**src/rtl/fir_sample_controller.sv**
```systemverilog
// fir_sample_controller: per-sample load/clear/MAC/store sequencer; define SAMPLE_DROP_CNT_EN to add the ignored-start counter dropped_cnt.
module fir_sample_controller #(
  parameter int NUM_TAPS = 4,
  localparam int TW = $clog2(NUM_TAPS)
) (
  input  logic          clk,
  input  logic          reset,
  input  logic          data_ready,
  input  logic          overflow,
  output logic [2:0]    op,
  output logic [TW-1:0] tap_sel,
  output logic          cnt_up,
  output logic          modwait,
  output logic          err
`ifdef SAMPLE_DROP_CNT_EN
  ,
  output logic [7:0]    dropped_cnt
`endif
);
  typedef enum logic [2:0] {IDLE, LOAD, CLEAR, MAC, STORE, EIDLE} state_t;
  state_t state, state_d;
  logic dr_q, start, last_tap;
  logic [2:0] op_d;
  logic [TW-1:0] tap_d;
  logic cnt_d, mw_d, err_d;
  assign start = data_ready & ~dr_q;
  assign last_tap = tap_sel == TW'(NUM_TAPS - 1);
  // Outputs are decoded from the next state and registered, so they line up with state.
  always_comb begin
    state_d = state;
    tap_d = '0;
    case (state)
      IDLE, EIDLE: state_d = start ? LOAD : state;
      LOAD: state_d = CLEAR;
      CLEAR: state_d = MAC;
      MAC: begin
        state_d = overflow ? EIDLE : last_tap ? STORE : MAC;
        tap_d = (overflow || last_tap) ? '0 : tap_sel + 1'b1;
      end
      STORE: state_d = IDLE;
      default: state_d = IDLE;
    endcase
    op_d = state_d == LOAD ? 3'b001 : state_d == CLEAR ? 3'b010 :
           state_d == MAC ? 3'b011 : state_d == STORE ? 3'b100 : 3'b000;
    cnt_d = state_d == LOAD;
    mw_d = state_d inside {LOAD, CLEAR, MAC, STORE};
    err_d = state_d == EIDLE ? 1'b1 : state_d == LOAD ? 1'b0 : err;
  end
  always_ff @(posedge clk or posedge reset) begin
    if (reset) begin
      state <= IDLE;
      dr_q <= 1'b0;
      op <= 3'b000;
      tap_sel <= '0;
      cnt_up <= 1'b0;
      modwait <= 1'b0;
      err <= 1'b0;
    end else begin
      state <= state_d;
      dr_q <= data_ready;
      op <= op_d;
      tap_sel <= tap_d;
      cnt_up <= cnt_d;
      modwait <= mw_d;
      err <= err_d;
    end
  end
`ifdef SAMPLE_DROP_CNT_EN
  logic ignored;
  assign ignored = start & (state inside {LOAD, CLEAR, MAC, STORE});
  always_ff @(posedge clk or posedge reset) begin
    if (reset) dropped_cnt <= 8'd0;
    else if (ignored && dropped_cnt != 8'hff) dropped_cnt <= dropped_cnt + 8'd1;
  end
`endif
endmodule

```
**config.mk**
```make
export PLATFORM = sky130hd
export DESIGN_NAME = fir_sample_controller
export DESIGN_NICKNAME = d
export VERILOG_FILES = /design/src/rtl/fir_sample_controller.sv
export SDC_FILE = /design/constraint.sdc
export NUM_CORES = 1
export LEC_CHECK = 0
export ABC_AREA = 1
export CORE_AREA = 10 10 47 49
export DETAILED_ROUTE_END_ITERATION = 12
export DIE_AREA = 0 0 57 59
export PLACE_DENSITY = 0.67
export SLEW_MARGIN = 25
export SYNTH_ARGS = -nofsm -noshare
export SYNTH_HDL_FRONTEND = slang
export SYNTH_SLANG_ARGS = --single-unit
```
**constraint.sdc**
```tcl
create_clock -name clk -period 2.9 [get_ports clk]
set_clock_uncertainty 0.2 [all_clocks]
set_input_delay 0.58 -clock clk [delete_from_list [all_inputs] [get_ports clk]]
set_output_delay 0.58 -clock clk [all_outputs]
set_load 0.01 [all_outputs]
```
==> flow_metrics.env, run 1 <==
export IMPL_port_buffers=11
export IMPL_cp_start_kind="flop"
export IMPL_diodes=0
export IMPL_synthMuxAreaShare_pct=0
export IMPL_ys_seq_area_share_pct=54.3
export IMPL_core_area_um2=1400
export IMPL_min_from="tap_sel[0]"
export IMPL_rr_endpoint="err"
export IMPL_die_w_um=57
export IMPL_crit_chain="clkdlybuf4s50_1"
export IMPL_switchingPower_mw=0.308
export IMPL_path_buf_inv=1
export IMPL_status="finished, final reports clean"
export IMPL_synth_top_family_by_area="simple AND/OR/NAND/NOR gates"
export IMPL_grt_total_usage_pct=6.55
export IMPL_p_int_mw=0.464
export IMPL_rsz0062_at_grt="false"
export IMPL_cts_hold_buf=0
export IMPL_setup_violations=0
export IMPL_yosysUniqueCellTypes=15
export IMPL_area_growth_syn_to_layout_pct=30.1
export IMPL_timing_rr_start="tap_sel[0]"
export IMPL_whs_ns=0.266
export IMPL_instances_no_fill=94
export IMPL_post_cts_setup_buffers=0
export IMPL_cts_tree="yes"
export IMPL_max_stage_delay_ns=0.56
export IMPL_std_cell_rows=14
export IMPL_ant_nets=0
export IMPL_drt_first_pass_iters=3
export IMPL_cts_inserted_buffers=3
export IMPL_fin_util_pct=51.3
export IMPL_die_h_um=59
export IMPL_hold_viol_final=0
export IMPL_synth_top_cells_by_area="dfrtp_1 54%, inv_1 8.8%, nand2_1 8.8%, nand2_4 6.1%, nand3_1 5.4%"
export IMPL_synth_top_cell_area_share_pct=54.3
export IMPL_path_clk_slew_ns=0.07
export IMPL_cp_required_ns=2.12
export IMPL_min_period_over_period_pct=68.4
export IMPL_grt_pass1_wl_um=1720
export IMPL_num_io_pins=12
export IMPL_swShare_pct=39.9
export IMPL_clockBufferDepth=2
export IMPL_final_max_slew_viol_count=0
export IMPL_reg2reg_setup_slack_ns=1.52
export IMPL_seqPwrFrac_pct=34.8
export IMPL_synth_compound_area_share_pct=1.81
export IMPL_hpwl_um=786
export IMPL_p_per_area_nw_per_um2=1070
export IMPL_final_nets=84
export IMPL_grt_overflow=0
export IMPL_syn_num_nets=68
export IMPL_synth_xor_area_share_pct=0
export IMPL_avgSynthCellArea_um2=8.78
export IMPL_insertion_delay_ns=0.27
export IMPL_synthSimpleGateAreaFrac_pct=31.2
export IMPL_ff2ff_path_depth=7
export IMPL_drt_wl_total_um=993
export IMPL_maxClockFrequency_mhz=504
export IMPL_end_kind="output pin"
export IMPL_start_util_pct=39.5
export IMPL_whs_endpoint="tap_sel[0]"
export IMPL_p_clk_share_pct=17.1
export IMPL_drc=0
export IMPL_fillerInstances=143
export IMPL_vias_per_cell=4.28
export IMPL_cts_root_buffer="clkbuf_4"
export IMPL_vias=402
export IMPL_drv_cap=0
export IMPL_grt_pass1_vias=390
export IMPL_arrival_ns=1.20
export IMPL_crit_type="reg -> out"
export IMPL_cp_slowest_cell="clkdlybuf4s50_1"
export IMPL_gp_congestion=0.769
export IMPL_critical_path_max_fanout=3
export IMPL_yosysWarnings=0
export IMPL_wl_per_cell_um=10.6
export IMPL_synthAdderAreaFrac_pct=2.26
export IMPL_p_leak_nw=0.381
export IMPL_tightest_slew_ns=0.438
export IMPL_total_power_mw=0.771
export IMPL_hold_class="reg -> reg"
export IMPL_yosys_register_bits=12
export IMPL_hold_path_depth=1
export IMPL_h_tree_depth=1
export IMPL_slew_headroom_pct=70.8
export IMPL_critPathTopFamily="buffers and inverters"
export IMPL_clkSinkCount=12
export IMPL_dpl_cell_count=90
export IMPL_dieArea_um2=3360
export IMPL_setup_tns_ns=0
export IMPL_peakVddDrop_v=0.000422
export IMPL_syn_area_um2=553
export IMPL_synthCells=63
export IMPL_antenna_found_initial=0
export IMPL_grt_max_degree=13
export IMPL_synth_area_leader_cell="dfrtp_1"
export IMPL_drive_above_1_share_pct=17.9
export IMPL_drt_iter0_drc=2
export IMPL_cts_resized=0
export IMPL_power_frac_comb_pct=48.0
export IMPL_period_minus_slack_ns=1.98
-- per-layer routing --
layer | track usage (%) | part of all wire, % | up-vias | wire length (um)
met5 | 0 | 0 | - | 0
met4 | 5.03 | 2.1 | 0 | 21
met3 | 4.08 | 9.7 | 4 | 96
met2 | 9.30 | 46 | 9 | 452
met1 | 6.85 | 42 | 172 | 421
li1 | - | - | 217 | -
-- power by group through the flow --
stage          clock, mW  combinational (mW)  sequential [mW]
2_1_floorplan          0               0.231            0.288
3_3_place_gp           0               0.370            0.272
3_5_place_dp           0               0.377            0.273
4_1_cts            0.138               0.378            0.270
5_1_grt            0.144               0.426            0.277
6_report           0.132               0.370            0.269
-- worst max path at each step --
stage,from,to,slack (ns),depth (start not counted)
floorplan,overflow,err,1.54,7
global placement,overflow,err,1.03,8
detailed placement,overflow,err,1.01,8
CTS,tap_sel[0],tap_sel[0],0.90,1
global route,tap_sel[0],tap_sel[0],0.85,1
finish,tap_sel[0],tap_sel[0],0.92,1
-- cells in the mapped netlist (all sizes together) --
| master | number |
|---|---|
| o21ai | 2 |
| inv | 14 |
| nand2 | 19 |
| nand4 | 1 |
| dfrtp | 12 |
| ha | 1 |
| clkinv | 1 |
| nor2 | 6 |
| nand3 | 7 |
-- sequential cells by signal, indices dropped and copies added, names as in the netlist --
| register | flops |
|---|---|
| op | 3 |
| state | 3 |
| tap_sel | 2 |
| cnt_up | 1 |
| dr_q | 1 |
| err | 1 |
| modwait | 1 |
-- placed cells by master, fill, tap and decap left out --
cell type	Yosys	final
o21ai_1	1	1
inv_2	1	1
nor2_2	1	1
inv_1	13	13
nand3_2	1	1
clkinv_2	1	1
nand2_2	3	3
clkbuf_4	0	3
ha_1	1	1
clkdlybuf4s50_1	0	11
nand2_4	3	3
o21ai_0	1	1
nor2_1	5	5
nand3_1	6	6
nand2_1	13	13
nand4_1	1	1
dfrtp_1	12	12
clkbuf_8	0	1
-- through the flow --
stage,cell area (um^2),worst slack [ns]
after CTS,719,0.900
after floorplan,553,1.54
after global routing,719,0.848
after global placement,683,1.03
after detailed placement,683,1.01
final,719,0.915
-- kinds of logic after synthesis --
| family | count (synthesis) |
|---|---|
| adder cells (fa/ha/maj) | 1 |
| AND/OR/NAND/NOR | 33 |
| flip-flops | 12 |
| AO/OA/AOI/OAI | 2 |
| buffers and inverters | 15 |
-- cell type report --
class	count	area (um^2)	share of cell area, %
inverters	15	57.6	8.00
multi-input cells	36	195	27.1
clock buffers	4	36.3	5.04
well taps	16	20.0	2.78
flip-flops and latches	12	300	41.7
repair buffers	11	110	15.3
No activity file was read; power rests on OpenSTA's default activity.
==> run 2, diff against run 1 <==
==> constraint.sdc (replaced) <==
create_clock -name clk -period 1.86 [get_ports clk]
set_clock_uncertainty 0.2 [all_clocks]
set_input_delay 0.372 -clock clk [delete_from_list [all_inputs] [get_ports clk]]
set_output_delay 0.372 -clock clk [all_outputs]
set_load 0.01 [all_outputs]
==> flow_metrics.env, run 2 (synthesized netlist as in run 1, its figures left out) <==
export IMPL_status="finished, final reports clean"
export IMPL_drive_above_1_share_pct=17.9
export IMPL_critical_path_max_fanout=3
export IMPL_reg2reg_setup_slack_ns=0.45
export IMPL_insertion_delay_ns=0.27
export IMPL_diodes=0
export IMPL_crit_chain="clkdlybuf4s50_1"
export IMPL_final_nets=84
export IMPL_p_leak_nw=0.381
export IMPL_total_power_mw=1.20
export IMPL_cp_required_ns=1.29
export IMPL_final_cell_mix="13 x nand2_1, 13 x inv_1, 12 x dfrtp_1, 11 x clkdlybuf4s50_1, 6 x nand3_1"
export IMPL_die_w_um=57
export IMPL_setup_slack_ns=0.102
export IMPL_whs_ns=0.193
export IMPL_cts_tree="yes"
export IMPL_grt_pass1_wl_um=1780
export IMPL_maxClockFrequency_mhz=569
export IMPL_cts_resized=0
export IMPL_grt_pass1_vias=400
export IMPL_start_util_pct=39.5
export IMPL_arrival_ns=1.19
export IMPL_drt_iter0_drc=7
export IMPL_fin_util_pct=51.3
export IMPL_antenna_found_initial=0
export IMPL_core_area_um2=1400
export IMPL_reg_top3="op: 3 flops, state: 3 flops, tap_sel: 2 flops"
export IMPL_path_buf_inv=1
export IMPL_clkSinkCount=12
export IMPL_slew_headroom_pct=70.1
export IMPL_dieArea_um2=3360
export IMPL_fillerInstances=138
export IMPL_drt_wl_total_um=1010
export IMPL_std_cell_rows=14
export IMPL_setup_tns_ns=0
export IMPL_max_stage_delay_ns=0.55
export IMPL_timing_rr_start="tap_sel[0]"
export IMPL_tightest_slew_ns=0.448
export IMPL_h_tree_depth=1
export IMPL_end_kind="output pin"
export IMPL_min_period_over_period_pct=94.5
export IMPL_dpl_cell_count=90
export IMPL_area_growth_syn_to_layout_pct=30.1
export IMPL_vias=418
export IMPL_critPathLaunch="tap_sel[0]"
export IMPL_place_area_um2=683
export IMPL_cts_root_buffer="clkbuf_4"
export IMPL_p_per_area_nw_per_um2=1670
export IMPL_port_buffers=11
export IMPL_fin_area_um2=719
export IMPL_cts_inserted_buffers=3
export IMPL_wl_per_cell_um=10.7
export IMPL_cp_start_kind="flop"
export IMPL_period_minus_slack_ns=1.76
export IMPL_cts_hold_buf=0
export IMPL_drt_first_pass_iters=4
export IMPL_gp_congestion=0.717
export IMPL_pre_cts_ws_ns=0.147
export IMPL_grt_overflow=0
export IMPL_path_clk_slew_ns=0.08
export IMPL_drv_cap=0
export IMPL_hold_viol_final=0
export IMPL_hpwl_um=812
export IMPL_die_h_um=59
export IMPL_grt_max_degree=13
export IMPL_ant_nets=0
export IMPL_post_cts_setup_buffers=0
export IMPL_drc=0
export IMPL_cp_slowest_cell="clkdlybuf4s50_1"
export IMPL_crit_type="reg -> out"
export IMPL_hold_class="in -> async"
export IMPL_ff2ff_path_depth=7
export IMPL_num_io_pins=12
export IMPL_vias_per_cell=4.45
export IMPL_setup_violations=0
export IMPL_grt_total_usage_pct=6.77
export IMPL_clockBufferDepth=2
export IMPL_rsz0062_at_grt="false"
export IMPL_rr_endpoint="err"
export IMPL_critPathTopFamily="buffers and inverters"
export IMPL_instances_no_fill=94
export IMPL_final_max_slew_viol_count=0
export IMPL_peakVddDrop_v=0.000730
## run 2: cell counts in the layout (fill, tap and decap cells not counted)
No cell type changed its count.
## run 2: routing by layer
| metal | track usage [%] | share of wire (%) | vias up |
|---|---|---|---|
| met1 | 6.60 | 40 | 189 |
| met5 | 0 | 0 | - |
| li1 | - | - | 216 |
| met4 | 2.01 | 0.79 | 0 |
| met2 | 10.2 | 48 | 11 |
| met3 | 6.22 | 12 | 2 |
## run 2: report_power, final
part           leakage, nW  switching (mW)  total, mW  internal (mW)
logic                0.211           0.331      0.576          0.245
registers            0.149          0.0638      0.422          0.358
clock network       0.0210          0.0856      0.205          0.119
total                0.381           0.480       1.20          0.723
## run 2: layout make-up
cell class	count	area (um^2)	area share [%]
multi-input cells	36	195	27.1
repair buffers	11	110	15.3
clock buffers	4	36.3	5.04
flip-flops and latches	12	300	41.7
inverters	15	57.6	8.00
well taps	16	20.0	2.78
## run 2: how the worst max path moves through the flow
| stage | endpoint | slack, ns | depth (start not counted) |
|---|---|---|---|
| after floorplan | err | 0.50 | 7 |
| after global placement | err | 0.17 | 8 |
| after detailed placement | err | 0.15 | 8 |
| after CTS | tap_sel[0] | 0.08 | 1 |
| after global routing | tap_sel[0] | 0.009 | 1 |
| final | tap_sel[0] | 0.10 | 1 |
==> run 3, diff against run 2 <==
--- a/config.mk
+++ b/config.mk
@@ -9,6 +9,7 @@
 export CORE_AREA = 10 10 47 49
 export DETAILED_ROUTE_END_ITERATION = 12
 export DIE_AREA = 0 0 57 59
+export GPL_TIMING_DRIVEN = 0
 export PLACE_DENSITY = 0.67
 export SLEW_MARGIN = 25
 export SYNTH_ARGS = -nofsm -noshare
==> flow_metrics.env, run 3 (synthesized netlist as in run 1, its figures left out) <==
export IMPL_status="finished, final reports clean"
export IMPL_diodes=0
export IMPL_p_per_area_nw_per_um2=1660
export IMPL_rr_endpoint="err"
export IMPL_multi_input_area_um2=195
export IMPL_swShare_pct=39.9
export IMPL_reg2reg_setup_slack_ns=0.45
export IMPL_path_clk_slew_ns=0.07
export IMPL_vias=417
export IMPL_power_frac_comb_pct=48.1
export IMPL_critPathLaunch="tap_sel[1]"
export IMPL_drt_iter0_drc=3
export IMPL_final_cell_mix="13 x nand2_1, 13 x inv_1, 12 x dfrtp_1, 10 x clkdlybuf4s50_1, 6 x nand3_1"
export IMPL_drt_wl_total_um=971
export IMPL_drv_cap=0
export IMPL_period_minus_slack_ns=1.74
export IMPL_regArea_um2=300
export IMPL_final_nets=84
export IMPL_cts_root_buffer="clkbuf_4"
export IMPL_final_max_slew_viol_count=0
export IMPL_port_buffers=11
export IMPL_crit_type="reg -> out"
export IMPL_maxClockFrequency_mhz=575
export IMPL_drc=0
export IMPL_max_stage_delay_ns=0.55
export IMPL_wl_per_cell_um=10.3
export IMPL_path_buf_inv=1
export IMPL_die_w_um=57
export IMPL_critical_path_max_fanout=2
export IMPL_hpwl_um=772
export IMPL_crit_chain="clkdlybuf4s50_1"
export IMPL_post_cts_setup_buffers=0
export IMPL_p_leak_nw=0.398
export IMPL_cp_required_ns=1.29
export IMPL_tightest_slew_ns=0.452
export IMPL_end_kind="output pin"
export IMPL_start_util_pct=39.5
export IMPL_core_area_um2=1400
export IMPL_grt_pass1_wl_um=1720
export IMPL_peakVddDrop_v=0.000871
export IMPL_cp_start_kind="flop"
export IMPL_dieArea_um2=3360
export IMPL_clkSinkCount=12
export IMPL_p_clk_share_pct=16.9
export IMPL_setup_tns_ns=0
export IMPL_fillerInstances=144
export IMPL_reg_top3="op: 3 flops, state: 3 flops, tap_sel: 2 flops"
export IMPL_insertion_delay_ns=0.27
export IMPL_die_h_um=59
export IMPL_grt_overflow=0
export IMPL_whs_ns=0.195
export IMPL_area_growth_syn_to_layout_pct=30.5
export IMPL_grt_pass1_vias=390
export IMPL_cts_inserted_buffers=3
export IMPL_drive_above_1_share_pct=17.9
export IMPL_ff2ff_path_depth=8
export IMPL_cp_slowest_cell="clkdlybuf4s50_1"
export IMPL_drt_first_pass_iters=2
export IMPL_seqPwrFrac_pct=34.9
export IMPL_crit_path_end="tap_sel[1]"
export IMPL_hold_viol_final=0
export IMPL_arrival_ns=1.17
export IMPL_h_tree_depth=1
export IMPL_fin_util_pct=51.5
export IMPL_critPathTopFamily="buffers and inverters"
export IMPL_min_period_over_period_pct=93.6
export IMPL_worst_path_stages=1
export IMPL_ant_nets=0
export IMPL_slew_headroom_pct=69.8
export IMPL_clockBufferDepth=2
export IMPL_p_int_mw=0.721
export IMPL_std_cell_rows=14
export IMPL_hold_class="in -> async"
export IMPL_rsz0062_at_grt="false"
export IMPL_grt_max_degree=13
export IMPL_switchingPower_mw=0.479
export IMPL_num_io_pins=12
export IMPL_grt_total_usage_pct=6.56
export IMPL_vias_per_cell=4.44
export IMPL_setup_violations=0
export IMPL_gp_congestion=0.720
export IMPL_cts_tree="yes"
export IMPL_antenna_found_initial=0
export IMPL_timing_rr_start="tap_sel[0]"
-- run 3: cell count changes in the layout (fill, tap and decap cells not counted) --
| cell | delta |
|---|---|
| clkdlybuf4s50_1 | -1 |
| dlymetal6s2s_1 | +1 |
-- run 3: how the worst min path moves through the flow --
stage | depth (start not counted) | start | slack [ns] | endpoint
floorplan | 1 | reset | 0.04 | cnt_up
global route | 2 | reset | 0.24 | state[2]
finish | 2 | reset | 0.20 | dr_q
CTS | 2 | reset | 0.21 | dr_q
detailed placement | 1 | tap_sel[0] | 0.26 | tap_sel[0]
global placement | 2 | err | 0.26 | err
-- run 3: area by class of cell --
type                            count  area share [%]
Sequential cell                    12            41.6
Multi-Input combinational cell     36            27.0
Timing Repair Buffer               11            15.6
Inverter                           15            7.97
Clock buffer                        4            5.03
Tap cell                           16            2.77
-- run 3: layer usage --
layer,GRT usage (%),share of wire (%)
met1,7.23,44
met2,9.15,44
met3,5.58,11
met4,2.01,0.82
met5,0,0
-- run 3: power by group through the flow --
stage / clock network, mW / logic, mW / registers [mW]
after floorplan: 0 / 0.361 / 0.449
after global placement: 0 / 0.574 / 0.424
after detailed placement: 0 / 0.589 / 0.426
after CTS: 0.213 / 0.592 / 0.420
after global routing: 0.225 / 0.655 / 0.433
final: 0.203 / 0.577 / 0.419
-- run 3: what timing repair did --
| item | in CTS | in global routing |
|---|---|---|
| endpoints found under the setup margin | 0 | 1 |
| hold buffers | 0 | 0 |
| gates resized for setup | 0 | 1 |
| hold endpoints to repair | 0 | 0 |
-- run 3: through the flow --
step	worst slack [ns]	area, um^2	total power, mW	cells
2_1_floorplan	0.504	553	0.810	63
3_3_place_gp	0.172	683	0.999	90
3_5_place_dp	0.145	683	1.01	90
4_1_cts	0.0639	719	1.22	94
5_1_grt	0.0585	722	1.31	94
6_report	0.120	722	1.20	94
